**src/rtl/alu_issue_unit.sv**
```systemverilog
// alu_issue_unit: request front end for the combinational escalar_ALU.
// Registers one tagged request onto the ALU ports, waits the op settle
// time, captures result and flags, and queues them in a small response
// FIFO. Also tracks last/sticky status and a retire counter.
module alu_issue_unit #(
    parameter int W          = 32,
    parameter int TAG_W      = 4,
    parameter int FIFO_DEPTH = 2,
    parameter int ALU_LAT    = 1,
    parameter int MUL_LAT    = 2
) (
    input  logic             clk,
    input  logic             rst_n,
    input  logic             req_valid,
    output logic             req_ready,
    input  logic [2:0]       req_op,
    input  logic [W-1:0]     req_a,
    input  logic [W-1:0]     req_b,
    input  logic             req_cin,
    input  logic [TAG_W-1:0] req_tag,
    output logic             alu_cin,
    output logic [2:0]       alu_op,
    output logic [W-1:0]     alu_opa,
    output logic [W-1:0]     alu_opb,
    input  logic             alu_cout,
    input  logic [W-1:0]     alu_result,
    input  logic             alu_zero,
    input  logic             alu_carry,
    input  logic             alu_overflow,
    input  logic             alu_negative,
    input  logic             alu_eq,
    input  logic             alu_bgt,
    output logic             rsp_valid,
    input  logic             rsp_ready,
    output logic [W-1:0]     rsp_result,
    output logic [6:0]       rsp_flags,
    output logic [TAG_W-1:0] rsp_tag,
    output logic             rsp_illegal,
    output logic [6:0]       last_flags,
    output logic             sticky_ovf,
    input  logic             clr_sticky,
    output logic [15:0]      retire_cnt
);

    localparam int PTR_W = (FIFO_DEPTH > 1) ? $clog2(FIFO_DEPTH) : 1;
    localparam int CNT_W = PTR_W + 1;
    localparam int MAX_LAT = (MUL_LAT > ALU_LAT) ? MUL_LAT : ALU_LAT;
    localparam int LAT_W = (MAX_LAT > 1) ? $clog2(MAX_LAT) : 1;
    localparam logic [CNT_W-1:0] DEPTH_C = CNT_W'(FIFO_DEPTH);
    localparam logic [2:0] OP_MUL = 3'b010;

    typedef enum logic [1:0] {
        ST_IDLE   = 2'd0,
        ST_EXEC   = 2'd1,
        ST_RETIRE = 2'd2
    } state_t;

    // Opcodes 011 and 111 have no ALU function.
    function automatic logic op_is_legal(input logic [2:0] op);
        logic legal;
        case (op)
            3'b011:  legal = 1'b0;
            3'b111:  legal = 1'b0;
            default: legal = 1'b1;
        endcase
        return legal;
    endfunction

    state_t             state_r, state_next_s;
    logic [LAT_W-1:0]   lat_r, lat_next_s;
    logic               accept_s, sample_s, push_s, pop_s, retire_legal_s;
    logic [W-1:0]       res_r;
    logic [6:0]         flags_r;
    logic [TAG_W-1:0]   tag_r;
    logic               illegal_r;
    logic [PTR_W-1:0]   wr_ptr_r, rd_ptr_r;
    logic [CNT_W-1:0]   count_r;
    logic [W-1:0]       mem_result_r [FIFO_DEPTH];
    logic [6:0]         mem_flags_r  [FIFO_DEPTH];
    logic [TAG_W-1:0]   mem_tag_r    [FIFO_DEPTH];
    logic               mem_ill_r    [FIFO_DEPTH];

    assign req_ready      = (state_r == ST_IDLE) && (count_r < DEPTH_C);
    assign accept_s       = req_valid && req_ready;
    assign push_s         = (state_r == ST_RETIRE);
    assign retire_legal_s = push_s && !illegal_r;
    assign rsp_valid      = (count_r != {CNT_W{1'b0}});
    assign pop_s          = rsp_valid && rsp_ready;
    assign rsp_result     = mem_result_r[rd_ptr_r];
    assign rsp_flags      = mem_flags_r[rd_ptr_r];
    assign rsp_tag        = mem_tag_r[rd_ptr_r];
    assign rsp_illegal    = mem_ill_r[rd_ptr_r];

    // Next-state and settle-counter logic for the issue FSM.
    always_comb begin
        state_next_s = state_r;
        lat_next_s   = lat_r;
        sample_s     = 1'b0;
        case (state_r)
            ST_IDLE: begin
                if (accept_s) begin
                    if (op_is_legal(req_op)) begin
                        state_next_s = ST_EXEC;
                        lat_next_s   = (req_op == OP_MUL) ? LAT_W'(MUL_LAT - 1) : LAT_W'(ALU_LAT - 1);
                    end else begin
                        state_next_s = ST_RETIRE;
                    end
                end else begin
                    state_next_s = ST_IDLE;
                end
            end
            ST_EXEC: begin
                if (lat_r == {LAT_W{1'b0}}) begin
                    state_next_s = ST_RETIRE;
                    sample_s     = 1'b1;
                end else begin
                    lat_next_s = lat_r - LAT_W'(1);
                end
            end
            ST_RETIRE: state_next_s = ST_IDLE;
            default:   state_next_s = ST_IDLE;
        endcase
    end

    // FSM state and settle counter registers.
    always_ff @(posedge clk or negedge rst_n) begin
        if (!rst_n) begin
            state_r <= ST_IDLE;
            lat_r   <= {LAT_W{1'b0}};
        end else begin
            state_r <= state_next_s;
            lat_r   <= lat_next_s;
        end
    end

    // ALU port registers, loaded on accept and held through EXEC.
    always_ff @(posedge clk or negedge rst_n) begin
        if (!rst_n) begin
            alu_op  <= 3'd0;
            alu_opa <= {W{1'b0}};
            alu_opb <= {W{1'b0}};
            alu_cin <= 1'b0;
        end else if (accept_s) begin
            alu_op  <= req_op;
            alu_opa <= req_a;
            alu_opb <= req_b;
            alu_cin <= req_cin;
        end
    end

    // Response capture: zeros for illegal ops, ALU outputs once settled.
    always_ff @(posedge clk or negedge rst_n) begin
        if (!rst_n) begin
            res_r     <= {W{1'b0}};
            flags_r   <= 7'd0;
            tag_r     <= {TAG_W{1'b0}};
            illegal_r <= 1'b0;
        end else if (accept_s) begin
            tag_r     <= req_tag;
            illegal_r <= !op_is_legal(req_op);
            res_r     <= {W{1'b0}};
            flags_r   <= 7'd0;
        end else if (sample_s) begin
            res_r   <= alu_result;
            flags_r <= {alu_cout, alu_bgt, alu_eq, alu_negative, alu_overflow, alu_carry, alu_zero};
        end
    end

    // Response FIFO storage, pointers and occupancy.
    always_ff @(posedge clk or negedge rst_n) begin
        if (!rst_n) begin
            wr_ptr_r <= {PTR_W{1'b0}};
            rd_ptr_r <= {PTR_W{1'b0}};
            count_r  <= {CNT_W{1'b0}};
            for (int i = 0; i < FIFO_DEPTH; i++) begin
                mem_result_r[i] <= {W{1'b0}};
                mem_flags_r[i]  <= 7'd0;
                mem_tag_r[i]    <= {TAG_W{1'b0}};
                mem_ill_r[i]    <= 1'b0;
            end
        end else begin
            if (push_s) begin
                mem_result_r[wr_ptr_r] <= res_r;
                mem_flags_r[wr_ptr_r]  <= flags_r;
                mem_tag_r[wr_ptr_r]    <= tag_r;
                mem_ill_r[wr_ptr_r]    <= illegal_r;
                wr_ptr_r               <= wr_ptr_r + PTR_W'(1);
            end
            if (pop_s) begin
                rd_ptr_r <= rd_ptr_r + PTR_W'(1);
            end
            case ({push_s, pop_s})
                2'b10:   count_r <= count_r + CNT_W'(1);
                2'b01:   count_r <= count_r - CNT_W'(1);
                default: count_r <= count_r;
            endcase
        end
    end

    // Sequencer status: last legal flags, sticky overflow (set wins), retire count.
    always_ff @(posedge clk or negedge rst_n) begin
        if (!rst_n) begin
            last_flags <= 7'd0;
            sticky_ovf <= 1'b0;
            retire_cnt <= 16'd0;
        end else begin
            if (retire_legal_s) begin
                last_flags <= flags_r;
            end
            sticky_ovf <= (sticky_ovf && !clr_sticky) || (retire_legal_s && flags_r[2]);
            if (push_s) begin
                retire_cnt <= retire_cnt + 16'd1;
            end
        end
    end

endmodule

```
**config.mk**
```make
export PLATFORM = sky130hd
export DESIGN_NAME = alu_issue_unit
export DESIGN_NICKNAME = d
export VERILOG_FILES = /design/src/rtl/alu_issue_unit.sv
export SDC_FILE = /design/constraint.sdc
export NUM_CORES = 1
export LEC_CHECK = 0
export CORE_ASPECT_RATIO = 1.2
export CORE_MARGIN = 2
export CORE_UTILIZATION = 36
export DETAILED_ROUTE_END_ITERATION = 16
export GPL_ROUTABILITY_DRIVEN = 0
export PLACE_DENSITY = 0.69
export RECOVER_POWER = 50
export SLEW_MARGIN = 20
export SYNTH_ARGS = -nofsm -noshare
export SYNTH_HDL_FRONTEND = slang
export SYNTH_SLANG_ARGS = --single-unit
```
**constraint.sdc**
```tcl
create_clock -name clk -period 2.8 [get_ports clk]
set_input_delay 0.56 -clock clk [delete_from_list [all_inputs] [get_ports clk]]
set_output_delay 0.56 -clock clk [all_outputs]
set_load 0.03 [all_outputs]
```
Word-level counts from Yosys, hierarchy flattened
Cells that the tools add are included.
Widths: inputs -> output; s select.
{ "word_totals": {"memories": 0, "elab_cells": 107, "latch_bits": 0, "rom_bits": 0, "mem_bits_rw": 0, "reg_bits": 231, "output_inout_bits": 138} }
{ "classes": {"multipliers": 0, "n_lt_le_gt_ge": 4, "mux": 43, "bitwise": 2, "n_reduce_logical": 18, "n_shift": 0, "eq_ne": 10, "addsub": 6, "div_mod_pow": 0} }
{ "op_table": {"columns": ["op", "n"], "rows": [
  ["$mux 32", 6],
  ["$bwmux 64", 1],
  ["$mux 7", 6],
  ["$demux 32 s1", 1],
  ["$add 16x1->16 const B", 1],
  ["$mux 4", 4],
  ["$bwmux 14", 1],
  ["$mux 1", 13],
  ["$bwmux 8", 1],
  ["$pmux 2 s2", 2],
  ["$reduce_bool 2->1", 4],
  ["$demux 7 s1", 1],
  ["$logic_and 1x1->1", 7],
  ["$eq 3x2->1 const B", 2],
  ["$mux 2", 3],
  ["$demux 4 s1", 1],
  ["$eq 2x1->1 const B", 2],
  ["$eq 2x2->1 const B", 2],
  ["$ge 2x2->1 const B", 2],
  ["$ne 2x2->1 const B", 2],
  ["$not 1->2", 2],
  ["$eq 3x3->1 const B", 1],
  ["$logic_not 1->1", 3],
  ["$reduce_and 3->1", 1],
  ["other kinds (13)", 14]
]} }

Longest topological paths before layout
{ "logic_depth": {"word_depth": 8, "depth_mapped": 7, "depth_no_buf": 6} }

Least setup slack after synthesis
OpenSTA, ideal clock, no wires.
{ "synth_path": {"kind": "register to output", "start": "reg rd_ptr_r", "end": "out rsp_flags[0]", "t_required_ps": 2240, "slack_ps": 986, "arrival_ps": 1254, "stages_incl_launch_ff": 4, "cell_sequence": "dfrtp_1 clkbuf_1 buf_2 mux2_2"} }
{ "synth_via": {"elab_chain_len": 4} }
{ "synth_rtl": {"columns": ["item", "line", "text"], "rows": [
  ["start: declaration", "76", "logic [PTR_W-1:0] wr_ptr_r, rd_ptr_r;"],
  ["start signal: assignment", "173", "rd_ptr_r <= {PTR_W{1'b0}};"],
  ["start signal: assignment", "190", "rd_ptr_r <= rd_ptr_r + PTR_W'(1);"],
  ["$not 1->2 (not written as such)", "90", "assign rsp_flags = mem_flags_r[rd_ptr_r];"],
  ["$mux 7 (not written as such) (3 in series)", "90", null],
  ["end: declaration", "36", "output logic [6:0] rsp_flags,"]
]} }
Every way passes these cells. The select of a mux whose other input is x is not followed.

Final worst setup path
{ "layout_path": {"start": "reg rd_ptr_r", "end": "out rsp_tag[3]"} }
{ "layout_via": {"elab_chain_len": 4} }
{ "layout_rtl": {"columns": ["item", "line", "text"], "rows": [
  ["$not 1->2 (not written as such)", "91", "assign rsp_tag = mem_tag_r[rd_ptr_r];"],
  ["$mux 4 (not written as such) (3 in series)", "91", null],
  ["end: declaration", "37", "output logic [TAG_W-1:0] rsp_tag,"]
]} }
Every way passes these cells. The select of a mux whose other input is x is not followed.

==> flow_summary.ini <==
[clock_network]
cts_tree = built
cts_buffers = 25
htree_levels = 1
ctsHoldBuffers = 0
cts_sinks = 231
insertion_delay_ps = 500
clkTransAtPathRegs_ps = 60
cts_buffer_depth = 3
root_buffer = clkbuf_16

[critical_path]
rr_startpoint = state_r[0]
crit_path_end = rsp_tag[3]
startpoint_type = flip-flop
critPathKind = reg2out
crit_required_ps = 2240
slowest_delay_ps = 700
critical_path.max_fanout = 11
reg2reg_depth = 4
critPathCaptureType = output pin
startpoint = rd_ptr_r
worstPathArrival_ps = 2160
crit_slowest_cell = clkdlybuf4s50_1
crit_chain = buf_4 -> mux2_2 -> clkdlybuf4s50_1
reg2reg_slack_ps = 290
rr_endpoint = state_r[0]

[power]
power_mw = 15.8
ir_worst_vdd_mv = 0.678
clkPwrFrac = 0.204
seq_power_share = 0.341
internal_power_mw = 9.80
p_comb_frac = 0.455
powerDensity_nw_per_um2 = 1200
p_sw_frac = 0.381
p_leak_nw = 6.21
p_sw_mw = 6.03

[floorplanning]
std_cell_rows = 65
die_x_um = 153
dieArea_um2 = 28000
start_util = 0.366
die_h_um = 183
core_area_um2 = 26300
num_io_pins = 254

[final_layout]
drive_above_1_share = 0.176
layout_common_cells = nand2_1 (308), clkdlybuf4s50_1 (252), dfrtp_1 (230)
seq_area_um2 = 5780
fillers = 2394
area_growth_pct = 37.4
final_common_cell = nand2_1
multi_input_area_um2 = 3520
fin_nets = 1196
antenna_cells = 0

[global_routing]
antenna_found_initial = 0
grt_pass1_vias = 7044
grt_use_total = 0.171
gr-total-overflow = 0
grt_max_degree = 89
grt_pass1_wl_mm = 38.7

[logic_synthesis]
synth.distinct_cells = 37
synth_cells = 824
synth_fp_nets = 942
netlist_area_um2 = 9620
synth_area_per_cell_um2 = 11.7
seq_area_frac_synth = 0.601
synth_warnings = 0
ys_ff_latch = 231

[timing]
rsz0062_at_grt = false
tns_ps = 0
fin_crit_sh = 0.970
drv_slew = 0
finalSetupViolCount = 0
worstMarginPinSlew_ps = 1440
hold_viol_final = 0
clock_skew_ps = 7.90
slew_headroom = 0.0427
period_minus_slack_ps = 2720
max_freq_ghz = 0.368

[route]
detail-route-antenna-nets = 0
viasPerCell = 4.74
vias = 6762
wl_per_cell_um = 16.9
drt-initial-drc-count = 271
dr.pass1.iters = 4
remaining_drc_errors = 0
drt-total-wl_mm = 24.1

[place]
hpwl_mm = 16.5
port-buffer-count = 253

[status]
status = completed

[run]
drv_cap = 0

[min_path]
hold_class = in2async
## cell type report
type | instances | area share
Clock buffer | 38 | 0.0556
Sequential cell | 231 | 0.438
Tap cell | 335 | 0.0317
Timing Repair Buffer | 270 | 0.203
Multi-Input combinational cell | 548 | 0.266
Inverter | 2 | 0.000947
Clock inverter | 4 | 0.00530
## state kept, by name (all words and copies together), names as in the netlist, 3 cells and up
signal	count
last_flags	7
res_r	32
alu_op	3
mem_result_r	64
alu_opa	32
alu_opb	32
mem_tag_r	8
tag_r	4
mem_flags_r	14
flags_r	7
retire_cnt	16
## critical path, delay by kind of cell (launching register included)
family	cells	cell delay, ps
buffers and inverters	2	910
DFF	1	510
muxes	1	230
## per-stage QoR
stage	utilization	instances	worst slack (ps)	hold slack (ps)	area (um2)
after floorplan	-	824	986	264	9620
after global placement	0.475	1384	390	456	12500
after detailed placement	0.475	1384	341	461	12500
after CTS	0.506	1428	50.0	101	13300
after global routing	0.503	1428	14.0	106	13200
final	0.503	1428	83.6	55.2	13200
## power by group through the flow
stage	logic, mW	clock network [mW]	registers [mW]
floorplan	3.65	0	6.29
global placement	7.17	0	5.47
detailed placement	7.30	0	5.49
CTS	7.38	3.32	5.42
global route	7.76	3.45	5.57
finish	7.21	3.23	5.39
## how the worst min path moves through the flow
stage	endpoint	slack [ps]	cells past startpoint
after floorplan	alu_cin	260	0
after global placement	alu_opb[9]	460	2
after detailed placement	retire_cnt[15]	460	1
after CTS	res_r[3]	100	1
after global routing	mem_result_r[33]	110	1
final	res_r[3]	60	1
## cells by family after synthesis
kind of cell | Yosys count | synth area share
simple gates | 343 | 0.144
flops | 231 | 0.601
mux | 138 | 0.177
compound gates | 45 | 0.0239
buf+inv | 45 | 0.0329
xor+xnor | 20 | 0.0182
fa+ha+maj | 2 | 0.00260
## metal layers
layer / vias to the layer above / GRT usage / routed length [um]
met5: - / 0 / 0
met4: 0 / 0.0385 / 469
met3: 33 / 0.0454 / 1680
met2: 201 / 0.292 / 11900
met1: 3327 / 0.219 / 10000
li1: 3201 / - / -
## repair_timing
action,4_1_cts,5_1_grt
setup buffers,2,0
hold endpoints to repair,0,0
setup endpoints to repair,32,0
gates resized for setup,1,0
## synthesized netlist by cell type
cell type,n,share of area
a21oi_1,39,0.020
a22o_1,1,0.00091
a31oi_1,1,0.00065
and2_1,2,0.0013
and2b_1,2,0.0016
and3_1,4,0.0026
and4_1,1,0.00091
buf_1,1,0.00039
buf_12,4,0.0083
buf_2,14,0.0073
buf_4,6,0.0047
buf_6,5,0.0059
clkbuf_1,13,0.0051
dfrtp_1,231,0.60
ha_1,2,0.0026
inv_1,1,0.00039
inv_6,1,0.00091
mux2_1,4,0.0047
mux2_2,94,0.11
mux2_4,40,0.062
nand2_1,308,0.12
nand2_4,1,0.0012
nand2b_1,1,0.00065
nand3_1,6,0.0031
nand3b_1,1,0.00078
nand4_1,4,0.0026
nand4b_1,1,0.00091
nor2_1,6,0.0023
nor2_2,1,0.00065
nor2_8,1,0.0021
nor2b_2,1,0.00091
nor3_2,1,0.0010
nor4_1,1,0.00065
o21ai_0,4,0.0021
or2_2,1,0.00065
xnor2_1,12,0.011
xor2_1,8,0.0073
No activity file was read; power rests on OpenSTA's default activity.
